File: src/rtl/float2int_pkg.sv
// Shared constants, stage types and input classifier for the float-to-uint8 converter.
// Latency: none (declarations and a combinational helper only).
// Backpressure: not applicable.
package float2int_pkg;

   localparam int FLT_W    = 32;
   localparam int EXP_W    = 8;
   localparam int MAN_W    = 23;
   localparam int EXP_BIAS = 127;

   localparam logic [7:0]       UINT8_MAX   = 8'd255;
   localparam logic [EXP_W-1:0] EXP_SPECIAL = 8'hFF;

   // Exponent of 2^-1: anything below this is under one half and rounds to 0.
   localparam logic [EXP_W-1:0] EXP_HALF = 8'(EXP_BIAS - 1);
   // Exponent of 2^8: anything at or above this cannot fit in 8 bits.
   localparam logic [EXP_W-1:0] EXP_OVF  = 8'(EXP_BIAS + 8);
   // Right-shift of {1,mantissa} is SHIFT_BASE - exp.
   localparam logic [EXP_W-1:0] SHIFT_BASE = 8'(EXP_BIAS + MAN_W);

   typedef enum logic [2:0] {
      CLS_ZERO,   // +/-0, denormal, or positive value below one half
      CLS_NORM,   // positive value in [0.5, 256) needing shift/round
      CLS_OVF,    // +Inf or positive value >= 256
      CLS_NEG,    // negative nonzero (incl. -Inf, negative denormals)
      CLS_NAN     // any NaN, either sign
   } f2i_cls_e;

   typedef struct packed {
      f2i_cls_e         cls;
      logic [EXP_W-1:0] exp;
      logic [MAN_W-1:0] man;
   } s1_t;

   function automatic f2i_cls_e classify(input logic [FLT_W-1:0] f);
      logic             sgn;
      logic [EXP_W-1:0] e;
      logic [MAN_W-1:0] m;
      sgn = f[FLT_W-1];
      e   = f[FLT_W-2:MAN_W];
      m   = f[MAN_W-1:0];
      if (e == EXP_SPECIAL && m != '0)  return CLS_NAN;
      if (sgn && (e != '0 || m != '0))  return CLS_NEG;
      if (e == EXP_SPECIAL)             return CLS_OVF;
      if (e < EXP_HALF)                 return CLS_ZERO;
      if (e >= EXP_OVF)                 return CLS_OVF;
      return CLS_NORM;
   endfunction

endpackage

File: src/rtl/float2int_round.sv
// Rounds the aligned magnitude and applies class-based saturation for the S2 stage.
// Latency: combinational.
// Backpressure: none; the enclosing pipeline register handles stalls.
module f2i_round
   import float2int_pkg::*;
#(
   parameter int ROUND_MODE = 1
)
(
   input  f2i_cls_e   cls,
   input  logic [7:0] mag,
   input  logic       guard,
   input  logic       sticky,
   output logic [7:0] value,
   output logic       sat
);

   logic       round_up;
   logic [8:0] sum;

   // Ties go to even: a bare half rounds up only when the integer LSB is odd.
   assign round_up = (ROUND_MODE == 1) && guard && (sticky || mag[0]);
   assign sum      = {1'b0, mag} + {8'd0, round_up};

   // Select the final value by class; rounding carry past 255 saturates.
   always_comb begin
      value = '0;
      sat   = 1'b0;
      case (cls)
         CLS_NORM: begin
            if (sum[8]) begin
               value = UINT8_MAX;
               sat   = 1'b1;
            end else begin
               value = sum[7:0];
            end
         end
         CLS_OVF: begin
            value = UINT8_MAX;
            sat   = 1'b1;
         end
         CLS_NEG:  sat = 1'b1;
         default:  value = '0;
      endcase
   end

endmodule

File: src/rtl/float2int.sv
// IEEE-754 single to unsigned 8-bit pixel converter with saturation/NaN flags and flag counter.
// Latency: 2 cycles (S1 classify/decode, S2 shift/round/saturate), 1 result per cycle.
// Backpressure: both stages stall together when the output is held; enable only gates acceptance.
module float2int
   import float2int_pkg::*;
#(
   parameter int ROUND_MODE = 1
)
(
   input  logic             clk,
   input  logic             resetn,
   input  logic             enable,
   input  logic [FLT_W-1:0] flt_value,
   input  logic             valid_in,
   output logic             ready_in,
   output logic [7:0]       int_value,
   output logic             valid_out,
   input  logic             ready_out,
   output logic             sat_flag,
   output logic             nan_flag,
   input  logic             clear_count,
   output logic [15:0]      sat_count
);

   logic       advance;
   logic       s1_vld;
   s1_t        s1_q;
   logic       s2_vld;

   logic [MAN_W:0]       sig;
   logic [2*MAN_W+1:0]   ext;
   logic [EXP_W-1:0]     sh_amt;
   logic [31:0]          aligned;
   logic [7:0]           rnd_value;
   logic                 rnd_sat;
   logic                 out_xfer;

   assign advance   = ~s2_vld | ready_out;
   assign ready_in  = enable & advance;
   assign valid_out = s2_vld;
   assign out_xfer  = s2_vld & ready_out;

   // Fixed point with 24 fraction bits: [31:24] integer part, [23] guard, [22:0] sticky.
   // Only NORM uses this, where the shift is 16..24 so the integer part fits in 8 bits.
   assign sig     = {1'b1, s1_q.man};
   assign ext     = {sig, 24'd0};
   assign sh_amt  = SHIFT_BASE - s1_q.exp;
   assign aligned = 32'(ext >> sh_amt);

   f2i_round #(.ROUND_MODE(ROUND_MODE)) u_round (
      .cls    (s1_q.cls),
      .mag    (aligned[31:24]),
      .guard  (aligned[23]),
      .sticky (|aligned[22:0]),
      .value  (rnd_value),
      .sat    (rnd_sat)
   );

   // S1: capture and classify the accepted float.
   always_ff @(posedge clk or negedge resetn) begin
      if (!resetn) begin
         s1_vld <= 1'b0;
         s1_q   <= '{cls: CLS_ZERO, exp: '0, man: '0};
      end else if (advance) begin
         s1_vld <= valid_in & ready_in;
         if (valid_in & ready_in) begin
            s1_q.cls <= classify(flt_value);
            s1_q.exp <= flt_value[FLT_W-2:MAN_W];
            s1_q.man <= flt_value[MAN_W-1:0];
         end
      end
   end

   // S2: register the rounded result and flags; held while the output is stalled.
   always_ff @(posedge clk or negedge resetn) begin
      if (!resetn) begin
         s2_vld    <= 1'b0;
         int_value <= '0;
         sat_flag  <= 1'b0;
         nan_flag  <= 1'b0;
      end else if (advance) begin
         s2_vld <= s1_vld;
         if (s1_vld) begin
            int_value <= rnd_value;
            sat_flag  <= rnd_sat;
            nan_flag  <= (s1_q.cls == CLS_NAN);
         end
      end
   end

   // Count delivered flagged results, saturating; clear wins over increment.
   always_ff @(posedge clk or negedge resetn) begin
      if (!resetn) begin
         sat_count <= '0;
      end else if (clear_count) begin
         sat_count <= '0;
      end else if (out_xfer && (sat_flag || nan_flag) && sat_count != 16'hFFFF) begin
         sat_count <= sat_count + 16'd1;
      end
   end

endmodule

File: config.mk
export PLATFORM = sky130hd
export DESIGN_NAME = float2int
export DESIGN_NICKNAME = d
export VERILOG_FILES = /design/src/rtl/float2int_pkg.sv /design/src/rtl/float2int_round.sv /design/src/rtl/float2int.sv
export SDC_FILE = /design/constraint.sdc
export NUM_CORES = 1
export LEC_CHECK = 0
export BUFFER_PORTS_ARGS = -buffer_cell sky130_fd_sc_hd__buf_2
export CORE_MARGIN = 1
export CORE_UTILIZATION = 40
export CTS_CLUSTER_DIAMETER = 30
export DETAILED_ROUTE_END_ITERATION = 12
export PLACE_DENSITY_LB_ADDON = 0.25
export SYNTH_ARGS = -nofsm -noshare
export SYNTH_HDL_FRONTEND = slang
export SYNTH_SLANG_ARGS = --single-unit
File: constraint.sdc
create_clock -name clk -period 4 [get_ports clk]
set_input_delay 0.2 -clock clk [delete_from_list [all_inputs] [get_ports clk]]
set_output_delay 0.2 -clock clk [all_outputs]
set_load 0.005 [all_outputs]
==> results of run 1 <==
[worst max path at each step]
stage	startpoint	to	slack, ns	depth (start not counted)
after global routing	s1_q[24]	int_value[4]	0.1	13
after global placement	s1_q[23]	int_value[4]	0.37	13
after CTS	s1_q[23]	int_value[4]	0.33	13
after detailed placement	s1_q[23]	int_value[4]	0.36	13
final	s1_q[23]	int_value[4]	0.30	13
after floorplan	s1_q[24]	int_value[4]	0.57	12
[registers in the layout, indices dropped and copies added, names as in the netlist]
name,count
ext,23
int_value,8
s1_q,11
sat_flag,1
s1_vld,1
valid_out,1
sat_count,16
nan_flag,1
[through the flow]
| stage | total power, mW | util | instances |
|---|---|---|---|
| CTS | 2.96 | 0.485 | 688 |
| floorplan | 1.88 | - | 470 |
| detailed placement | 2.36 | 0.466 | 674 |
| global route | 3.16 | 0.485 | 688 |
| finish | 2.95 | 0.485 | 688 |
| global placement | 2.39 | 0.466 | 674 |
[power groups by stage]
stage                     clock network (mW)  registers (mW)  logic [mW]
final                                  0.575           0.826        1.55
after global routing                   0.621           0.842        1.69
after CTS                              0.600           0.824        1.53
after detailed placement                   0           0.836        1.52
after global placement                     0           0.831        1.55
after floorplan                            0           0.793        1.09
[cell type report]
| class | count | area [µm²] |
|---|---|---|
| fillers | 1042 | 5610 |
| multi-input cells | 376 | 2820 |
| flip-flops and latches | 62 | 1550 |
| repair buffers | 89 | 508 |
| well taps | 140 | 175 |
| clock buffers | 11 | 131 |
| clock inverters | 2 | 60.1 |
| inverters | 8 | 30.0 |
[logic make-up after synthesis]
kind of cell             synth area share
flip-flops                          0.344
buffers and inverters              0.0294
AO/OA/AOI/OAI                       0.126
multiplexers                        0.231
adder cells (fa/ha/maj)           0.00833
AND/OR/NAND/NOR                     0.205
XOR/XNOR                           0.0564
[routing by layer]
metal / global-route usage / part of all wire
met5: 0 / 0
met4: 0.0861 / 0.021
met3: 0.0524 / 0.051
met2: 0.342 / 0.46
met1: 0.305 / 0.47
[worst max-delay path, stage by stage (launching register included)]
cell,delay (ns)
dfrtp_1,0.41
ha_1,0.51
mux2i_1,0.44
nand2_1,0.10
a21oi_1,0.27
nor4_1,0.12
o31ai_1,0.41
nor2_1,0.10
ha_1,0.20
nand3_1,0.12
nor2_1,0.08
a31o_2,0.26
or3_1,0.37
a22o_1,0.20
[what timing repair did]
item	in CTS	in global routing
endpoints found under the hold margin	10	0
hold buffers	1	0
setup endpoints to repair	0	0
[placed cells by master, fill, tap and decap left out, types with 8 or more instances in the layout]
| cell type | n |
|---|---|
| buf_2 | 65 |
| dfrtp_1 | 62 |
| nand2_1 | 57 |
| nor2_1 | 41 |
| mux2_2 | 35 |
| mux2i_1 | 24 |
| buf_4 | 23 |
| nand3_1 | 18 |
| a21oi_1 | 16 |
| xor2_1 | 14 |
| mux4_2 | 12 |
| nor3_1 | 12 |
| nor4_1 | 11 |
| xnor2_1 | 10 |
| nand4_1 | 9 |
| clkbuf_8 | 9 |
| inv_1 | 8 |
==> summary.txt, run 1 <==
status = completed
fin. max-slew vios = 0
first-pass GRT wire length = 19.7 mm
Total Routed Length = 11.9 mm
#FFs+latches synth = 62
P_int = 1.74 mW
CTS tree = yes
Post-CTS Setup Inserts = 0
Max-Slew Margin vs Limit = 0.475
worst flop-to-flop path startpoint = s1_q[23]
vias per inst = 5.65
per-cell routed wire length = 17.3 µm
initial antenna violation count = 0
Area contributors post-synth = dfrtp_1, mux2_2, mux4_2
Clock Sinks = 62
Sw Ratio = 0.409
Hold Path Stages = 2
WHS = 0.0840 ns
GRT overflow = 0
Final TNS setup = 0 ns
RD Place Congestion = 0.946
combinational power share = 0.525
via count = 3888
leak pwr = 2.35 nW
Hold Startpoint = flt_value[18]
Synth top area share = 0.344
vias in the first global route = 3766
power density over the cells = 558 nW/µm²
post-CTS resize count = 0
Post-synth EDFFs = 0
H-tree Lvls = 3
Mean Syn Cell Area = 9.59 µm²
largest net degree at the start of global routing = 53
crit start category = register
Synth cell types = 65
Num CTS Buffers = 9
Setup WS pre-CTS = 0.356 ns
worst setup margin = 0.296 ns
Hold Crit Class = in2reg
Crit Path Max Fanout = 8
share of total power in sequential cells = 0.280
post-synth top area cell = dfrtp_1
final net count = 587
# port buffers = 65
destination of the worst hold path = ext[42]
GRT Overall Usage = 0.224
Worst Setup End Kind = register
post-route ant nets = 0
die height = 108 µm
Max Cap Viol = 0
final setup violation count = 0
row cnt = 38
proportion of layout cells with a drive suffix above 1 = 0.285
Final Instance Area = 5280 µm²
drt drc = 0
cells after synthesis = 470
Warnings, synthesis = 0
Max Fclk = 270 MHz
Syn Std Cell Area = 4510 µm²
Reg2Reg Depth = 13
Tmin final = 3.70 ns
# IOs = 66
starting density of the core = 0.414
Psw = 1.21 mW
die area = 11700 µm²
Final Hold Fails = 0
most common cell in the netlist = dfrtp_1
Primary FF master, synth = dfrtp_1
Clock power frac = 0.195
Post-synth ARST share = 1.00
hpwl dp = 9.34 mm
core area = 10900 µm²
flop2flop setup slack = 0.30 ns
unrepaired setup endpoints after global routing = no
WS Path Type = reg2reg
CTS root buffer = clkbuf_8
drt initial violations = 259
fin crit share = 0.926
Least-Margin Pin Slew = 0.767 ns
Worst Path Arrival = 3.96 ns
Post-Syn Nets = 511
1st-pass router iterations = 4
clk_skew = 0.0107 ns
latest clock arrival within the worst-skew pair = 0.37 ns
post-synthesis sequential area ratio = 0.344
VDD IR max = 0.000266 V
CP required = 4.26 ns
clk buf depth = 2
Placed Instance Area = 5080 µm²
reg2reg end = int_value[4]
Layout area overhead = 17.1%
Synth top cells by count = dfrtp_1, nand2_1, nor2_1
Die Width = 108 µm
# diodes = 0
Clock transition at path regs = 0.07 ns
Note: power is estimated with default switching activity, not from simulation.
==> run 2, diff against run 1 <==
==> constraint.sdc (replaced) <==
create_clock -name clk -period 3.56 [get_ports clk]
set_input_delay 0.178 -clock clk [delete_from_list [all_inputs] [get_ports clk]]
set_output_delay 0.178 -clock clk [all_outputs]
set_load 0.005 [all_outputs]
==> run 2 against run 1 <==
  * Final cell count is 2.8% higher
  * Count of clock-buffer cells in the layout stayed put
  * Sequential share of layout area is 1.0 points lower
  * Cell area is 3.8% higher
  * Global-route usage is 0.65 points lower
  * Worst hold slack worse by 0.025 ns
  * Non-clock buffer count is 16 higher
  * Via count is 4.8% higher
  * Clock skew is 0.0065 ns lower
  * First-iteration DRC count is 18% lower
  * Routed wire length is 0.75% lower
  * Largest power group unchanged
==> summary.txt, run 2 (same netlist as run 1, synthesis figures left out) <==
status = completed
Largest register FFs = 23 (unchanged)
CTS root buffer = clkbuf_8
flop2flop setup slack = 0.19 ns (-0.11 ns)
Hold Startpoint = flt_value[17]
H-tree Lvls = 3 (unchanged)
VDD IR max = 0.000353 V (+33%)
Final Instance Area = 5480 µm² (+3.8%)
final net count = 603 (+2.7%)
clk_skew = 0.00425 ns (-0.00650 ns)
Placed Instance Area = 5240 µm² (+3.1%)
die area = 11700 µm² (unchanged)
Psw = 1.40 mW (+16%)
Worst Setup SP = s1_q[23]
GRT overflow = 0 (unchanged)
Layout area overhead = 21.5%
final setup violation count = 0 (unchanged)
WS Path Type = reg2reg
Final TNS setup = 0 ns (unchanged)
post-route insts no fill = 707 (+2.8%)
proportion of layout cells with a drive suffix above 1 = 0.317 (+0.0328)
row cnt = 38 (unchanged)
destination of the worst hold path = ext[41]
RD Place Congestion = 0.887 (-6.1%)
Total Routed Length = 11.8 mm (-0.75%)
Clock transition at path regs = 0.07 ns (about the same)
vias per inst = 5.76 (+2.0%)
Crit Path Max Fanout = 5 (-3)
drt initial violations = 212 (-18%)
Max Fclk = 297 MHz (+9.8%)
vias in the first global route = 3837 (+1.9%)
CP required = 3.86 ns (-0.40 ns)
hpwl dp = 9.34 mm (about the same)
Num CTS Buffers = 9 (unchanged)
clk buf depth = 2 (unchanged)
Die Width = 108 µm (unchanged)
first-pass GRT wire length = 19.3 mm (-1.8%)
GRT Overall Usage = 0.217 (-0.00645)
P_int = 2.02 mW (+16%)
1st-pass router iterations = 7 (+3)
leak pwr = 2.45 nW (+4.3%)
Final Hold Fails = 0 (unchanged)
worst flop-to-flop path startpoint = s1_q[23]
placed cell count = 690 (+2.4%)
Worst Setup End Kind = register
Sw Ratio = 0.409 (about the same)
core area = 10900 µm² (unchanged)
Least-Margin Pin Slew = 0.913 ns (+0.146 ns)
Tmin final = 3.37 ns (-0.332 ns)
most common library cell in the layout ignoring fill and taps = buf_2
CTS tree = yes
unrepaired setup endpoints after global routing = no
share of total power in sequential cells = 0.272 (-0.008)
starting density of the core = 0.414 (unchanged)
power density over the cells = 623 nW/µm² (+12%)
initial antenna violation count = 0 (unchanged)
# port buffers = 65 (unchanged)
per-cell routed wire length = 16.7 µm (-3.4%)
most frequent cells in the layout = buf_2, dfrtp_1, nand2_1, nor2_1, buf_4
Max-Slew Margin vs Limit = 0.383 (-0.0923)
# IOs = 66 (unchanged)
crit start category = register
latest clock arrival within the worst-skew pair = 0.36 ns (about the same)
# diodes = 0 (unchanged)
largest net degree at the start of global routing = 42 (-21%)
drt drc = 0 (unchanged)
Clock power frac = 0.186 (-0.009)
post-route ant nets = 0 (unchanged)
via count = 4075 (+4.8%)
combinational power share = 0.542 (+0.017)
Clock Sinks = 62 (unchanged)
Hold Path Stages = 2 (unchanged)
Post-CTS Setup Inserts = 0 (unchanged)
fin. max-slew vios = 0 (unchanged)
fin crit share = 0.947 (+0.0213)
Reg2Reg Depth = 10 (-3)
final core occ = 0.503 (+0.0183)
Hold Crit Class = in2reg
die height = 108 µm (unchanged)
reg2reg end = int_value[7]
Max Cap Viol = 0 (unchanged)
WHS = 0.0590 ns (-0.0250 ns)
Worst Path Arrival = 3.67 ns (-0.29 ns)
run 2: what timing repair did:
item	CTS	global route
gates resized for setup	0	6
endpoints found under the hold margin	38	0
endpoints found under the setup margin	0	7
hold buffers	1	0
run 2: worst max-delay path, stage by stage, from the launching register on:
cell and delay (ns):
dfrtp_2 0.45, ha_4 0.22, xor2_4 0.23, mux2_1 0.36
mux2_4 0.30, a211o_1 0.31, and3_4 0.16, or4_4 0.51
nand3b_4 0.17, or4_1 0.50, nand3_1 0.09
run 2: metal layers:
metal  global-route usage  vias up  wire [µm]
li1                     -     1944          -
met1                0.287     2027       5530
met2                0.348       86       5570
met3               0.0549       18        559
met4               0.0656        0        172
met5                    0        -          0
run 2: worst max-delay path by stage:
stage                   end  slack [ns]  cells past startpoint
3_3_place_gp   int_value[4]        0.02                     12
3_5_place_dp   int_value[7]        0.06                     10
6_report       int_value[7]        0.19                     10
5_1_grt        int_value[4]       0.004                     14
2_1_floorplan  int_value[4]        0.13                     12
4_1_cts        int_value[7]        0.03                     10
run 2: power groups by stage:
| stage | combinational, mW | sequential [mW] | clock [mW] |
|---|---|---|---|
| final | 1.85 | 0.927 | 0.636 |
| after global routing | 2.01 | 0.947 | 0.687 |
| after CTS | 1.82 | 0.922 | 0.658 |
| after detailed placement | 1.81 | 0.936 | 0 |
| after global placement | 1.83 | 0.930 | 0 |
| after floorplan | 1.22 | 0.891 | 0 |
run 2: layout make-up:
class | instances | area (µm²)
sequential | 62 | 1550
inverter | 8 | 30.0
fill | 1025 | 5410
clock buffer | 11 | 141
clock inverter | 5 | 57.6
tap | 140 | 175
timing repair buffer | 105 | 666
multi-input combinational | 376 | 2850
run 2: metrics by stage:
stage                     setup slack (ns)  power [mW]
after floorplan                      0.135        2.11
after global placement              0.0204        2.76
after detailed placement            0.0554        2.75
after CTS                           0.0252        3.40
after global routing               0.00403        3.64
final                                0.188        3.41
